[config.mk]
export PLATFORM = sky130hd
export DESIGN_NAME = pc_sequencer
export DESIGN_NICKNAME = d
export VERILOG_FILES = /design/src/rtl/mips_pkg.sv /design/src/rtl/incrementer_32b.sv /design/src/rtl/pc_sequencer.sv
export SDC_FILE = /design/constraint.sdc
export NUM_CORES = 1
export LEC_CHECK = 0
export CORE_UTILIZATION = 50
export DETAILED_ROUTE_END_ITERATION = 7
export DONT_BUFFER_PORTS = 1
export HOLD_SLACK_MARGIN = 0.06
export SKIP_CTS_REPAIR_TIMING = 1
export SYNTH_ARGS = -nofsm -noshare
export SYNTH_HDL_FRONTEND = slang
export SYNTH_SLANG_ARGS = --single-unit
export TNS_END_PERCENT = 5
[constraint.sdc]
create_clock -name clk -period 4.75 [get_ports clk]
set_input_delay 0.95 -clock clk [delete_from_list [all_inputs] [get_ports clk]]
set_output_delay 0.95 -clock clk [all_outputs]
set_load 0.02 [all_outputs]
[src/rtl/mips_pkg.sv]
// Shared MIPS fetch-stage types: word-address width, default vectors and
// the pc_sequencer state encoding.
package mips_pkg;

  localparam int unsigned WORD_W = 32;

  typedef logic [WORD_W-1:0] word_t;

  localparam word_t DEFAULT_RESET_PC   = 32'h0000_0000;
  localparam word_t DEFAULT_EXC_VECTOR = 32'h0000_0020;

  // ST_PEND is only reachable when the branch-delay-slot build is enabled.
  typedef enum logic [2:0] {
    ST_BOOT  = 3'd0,
    ST_RUN   = 3'd1,
    ST_STALL = 3'd2,
    ST_FLUSH = 3'd3,
    ST_PEND  = 3'd4
  } pc_state_e;

endpackage

[src/rtl/incrementer_32b.sv]
// 32-bit incrementer used for sequential PC advance; wraps modulo 2^32.
import mips_pkg::*;

module incrementer_32b (
  input  word_t a,
  output word_t y
);

  // Carry out of bit 31 is intentionally dropped: all-ones wraps to zero.
  assign y = a + word_t'(1);

endmodule

[src/rtl/pc_sequencer.sv]
// MIPS fetch-stage program counter sequencer.
// Chooses each cycle between sequential advance, hold, redirect and
// exception vectoring; drives the fetch request and the IF/ID flush pulse.
// Optional build macro: DELAY_SLOT_EN (MIPS branch delay slot via ST_PEND).
//
// Fetch handshake: a request is offered while fetch_valid=1 and is taken on
// a rising edge where fetch_valid && fetch_ready. Once offered, pc and
// fetch_valid stay stable until taken, unless a stall, redirect or
// exception intervenes.
import mips_pkg::*;

module pc_sequencer #(
  parameter word_t RESET_PC   = DEFAULT_RESET_PC,
  parameter word_t EXC_VECTOR = DEFAULT_EXC_VECTOR
) (
  input  logic      clk,
  input  logic      rst_n,
  input  logic      stall,
  input  logic      redirect_valid,
  input  word_t     redirect_pc,
  input  logic      exc_valid,
  input  logic      fetch_ready,
  output word_t     pc,
  output logic      fetch_valid,
  output logic      flush,
  output pc_state_e state_dbg
);

  pc_state_e state, state_n;
  word_t     pc_n;
  word_t     pc_plus1;
  logic      fetch_valid_n;
  logic      flush_n;
  logic      accepted;

`ifdef DELAY_SLOT_EN
  word_t     pend_q, pend_n;
`endif

  incrementer_32b u_incr (
    .a (pc),
    .y (pc_plus1)
  );

  assign accepted  = fetch_valid && fetch_ready;
  assign state_dbg = state;

  // Next-state and next-output selection; exception beats redirect beats stall.
  always_comb begin
    state_n = state;
    pc_n    = pc;
    flush_n = 1'b0;
`ifdef DELAY_SLOT_EN
    pend_n  = pend_q;
`endif
    if (exc_valid) begin
      pc_n    = EXC_VECTOR;
      flush_n = 1'b1;
      state_n = ST_FLUSH;
`ifdef DELAY_SLOT_EN
      pend_n  = '0;
`endif
    end
`ifdef DELAY_SLOT_EN
    else if (redirect_valid && (state == ST_RUN || state == ST_PEND)) begin
      // Delayed branch: the slot after the current fetch still issues.
      if (state == ST_PEND && accepted && !stall) begin
        pc_n    = redirect_pc;
        state_n = ST_RUN;
      end else begin
        pend_n  = redirect_pc;
        state_n = ST_PEND;
        if (state == ST_RUN && accepted && !stall) begin
          pc_n = pc_plus1;
        end
      end
    end
`endif
    else if (redirect_valid) begin
      pc_n    = redirect_pc;
      flush_n = 1'b1;
      state_n = ST_FLUSH;
    end else begin
      case (state)
        ST_BOOT:  state_n = ST_RUN;
        ST_RUN: begin
          if (stall) begin
            state_n = ST_STALL;
          end else if (accepted) begin
            pc_n = pc_plus1;
          end
        end
        ST_STALL: begin
          if (!stall) begin
            state_n = ST_RUN;
          end
        end
        ST_FLUSH: state_n = ST_RUN;
`ifdef DELAY_SLOT_EN
        ST_PEND: begin
          if (accepted && !stall) begin
            pc_n    = pend_q;
            state_n = ST_RUN;
          end
        end
`endif
        default:  state_n = ST_BOOT;
      endcase
    end
    fetch_valid_n = (state_n == ST_RUN) || ((state_n == ST_PEND) && !stall);
  end

  // State and registered outputs; reset aborts anything in flight.
  always_ff @(posedge clk or negedge rst_n) begin
    if (!rst_n) begin
      state       <= ST_BOOT;
      pc          <= RESET_PC;
      fetch_valid <= 1'b0;
      flush       <= 1'b0;
    end else begin
      state       <= state_n;
      pc          <= pc_n;
      fetch_valid <= fetch_valid_n;
      flush       <= flush_n;
    end
  end

`ifdef DELAY_SLOT_EN
  // Pending delayed-branch target.
  always_ff @(posedge clk or negedge rst_n) begin
    if (!rst_n) begin
      pend_q <= '0;
    end else begin
      pend_q <= pend_n;
    end
  end
`endif

endmodule

==> results.yml <==
run_status:
  outcome: "finished, final reports clean"
final_layout:
  fillers: 411
  mostFrequentLayoutCell: "dfrtp_1"
  final_cells: 320
  regArea_um2: 925.9
  layout.nets: 306
  multi_input_area_mm2: 0.001239
  n_antenna_cell: 0
  syn2layout_area_growth_pct: 5.537
  drive_gt1_share_pct: 6.343
  post-route-util_pct: 55.48
  mostFrequentLayoutCells: "37 x dfrtp_1, 23 x nor2_1, 22 x nand2_1, 19 x nand3_1, 18 x inv_1"
cts:
  cts_tree: "yes"
  cts_buffers: 5
  root_buffer: "clkbuf_8"
  cts.sinks: 37
  clockBufferDepth: 2
  clkTransAtPathRegs_ns: 0.08
  insertion_delay_ns: 0.29
  htreeDepth: 2
setup_path:
  start_kind: "input port"
  ff2ff_setup_slack_ns: 2.21
  crit_type: "input port to register"
  cp.arrival_ns: 2.89
  path_max_fanout: 14
  required_ns: 4.94
  endpoint_kind: "register"
drt:
  vias: 2105
  firstDrtPassIters: 4
  drcViolationCount: 0
  ant_nets: 0
  wl_per_cell_um: 18.79
  drt-initial-drc-count: 173
  routed_wl_um: 6014
  viasPerCell: 6.578
grt:
  grt_max_degree: 38
  grt-ovfl-total: 0
  grt_usage_pct: 25.89
  grt_pass1_vias: 1909
  grt_pass1_wl_um: 10010
  antenna_found_initial: 0
synth:
  synth_nets: 311
  seq_area_frac_synth_pct: 40.17
  synth_top_flop_cell: "dfrtp_1"
  synthArstFlopShare_pct: 100.0
  synth_xor_area_share_pct: 1.900
  synth-seq-cells: 37
  netlist.area_leader.share_pct: 40.17
  yosys.area_share.simple_pct: 30.02
  synth-edff-count: 0
  synth_cell_types: 45
  syn_area_per_cell_um2: 8.473
  yosys_warnings: 0
  synthAdderAreaFrac_pct: 0.5429
  syn_inst: 272
  synth_compound_area_share_pct: 21.12
  synth_area_leader_cell: "dfrtp_1"
  netlist_area_mm2: 0.002305
  synth_mux_area_share_pct: 0
  synth_top_family_by_area: "simple AND/OR/NAND/NOR gates"
  ys_top_cells_by_area: "dfrtp_1 40%, a211oi_1 4.2%, nand3_1 4.1%"
sta:
  hold_viol_final: 0
  period_needed_ns: 2.698
  drv_slew: 0
  min_period_over_period_pct: 56.81
  fin_skew_ns: 0.006968
  finalSetupTns_ns: 0
  setup_viol: 0
  layout_setup_ws_ns: 2.052
  slew_headroom_pct: 36.30
  rsz0062_at_grt: "false"
  fmax_mhz: 370.6
  worstMarginPinSlew_ns: 0.9476
power:
  p_comb_share_pct: 7.9
  powerDensity_mw_per_mm2: 285.5
  clockPowerShare_pct: 35.3
  switching_share_pct: 29.27
  p_switching_uw: 203.3
  seqPwrFrac_pct: 56.8
  ir_drop_uv: 192.9
  p_leak_uw: 0.0009054
  internal-power_uw: 491.1
  totalPowerFinal_uw: 694.4
place:
  gp_congestion: 0.7594
  hpwl_um: 4072
  place_inst: 312
  dp_slack_ns: 1.772
  numPortBuffers: 0
flow_run:
  cap_violations: 0
floorplan:
  coreArea_mm2: 0.004384
  pin_count: 75
  die_h_um: 69.89
  die_x_um: 69.89
  start_util_pct: 52.57
  die_area_mm2: 0.004885
  rows: 24
hold_path:
  hp-class: "input port to async pin"
## stage by stage
step           hold slack [ns]  cell area, µm²
6_report                0.3454            2432
4_1_cts                 0.3419            2432
3_3_place_gp            0.6537            2331
5_1_grt                 0.3332            2432
3_5_place_dp            0.6553            2331
2_1_floorplan           0.6205            2305
## logic make-up (layout without fill, tap and decap cells)
logic type | count (synthesis) | after routing
AO/OA/AOI/OAI | 66 | 66
other | 1 | 1
flip-flops | 37 | 37
XOR/XNOR | 5 | 5
buffers and inverters | 35 | 31
AND/OR/NAND/NOR | 127 | 127
adder cells (fa/ha/maj) | 1 | 1
## synth_stat cells (all sizes together), types with 8 or more instances
cell type	number
a211oi	13
clkbuf	14
nor2	23
nor4	8
and4	8
nor3	14
dfrtp	37
nand4	9
o21ai	10
nand3	19
inv	18
a311oi	9
nand2	22
## registers in the layout (all words and copies together) (netlist names)
signal,cells
state_dbg,3
fetch_valid,1
pc,32
flush,1
## metal layers
metal	part of all wire, %	wire [µm]	vias to the layer above	track usage (%)
li1	-	-	1029	-
met1	48	2916	1001	37.36
met2	44	2617	70	38.89
met3	7.2	433	5	6.926
met4	0.76	46	0	6.000
met5	0	0	-	0
## critical path: stages
cell and delay [ns]:
or4b_4 0.61, or4_4 0.68, or3_1 0.38, a311oi_1 0.27
## final cells by class
| type | instances | area share, % |
|---|---|---|
| Inverter | 19 | 2.932 |
| Sequential cell | 37 | 38.07 |
| Tap cell | 52 | 2.675 |
| Clock buffer | 7 | 3.961 |
| Timing Repair Buffer | 4 | 1.235 |
| Multi-Input combinational cell | 200 | 50.93 |
| Clock inverter | 1 | 0.2058 |
## power by group through the flow
stage	registers, µW	clock network [µW]	logic (µW)
final	394	245	55.1
after global routing	398	261	63.9
after CTS	394	246	55.3
after detailed placement	400	0	55.0
after global placement	401	0	54.6
after floorplan	390	0	51.2
## path summary, 6_finish.rpt
check                              from           end  cells past startpoint
min reg2reg                state_dbg[2]  state_dbg[1]                      1
max reg2reg                state_dbg[1]        pc[19]                      4
min                               rst_n        pc[14]                      0
min in group clk           state_dbg[2]  state_dbg[1]                      1
max in group asynchronous         rst_n        pc[27]                      0
max                               stall        pc[19]                      4
Power figures use the tool's default switching activity.
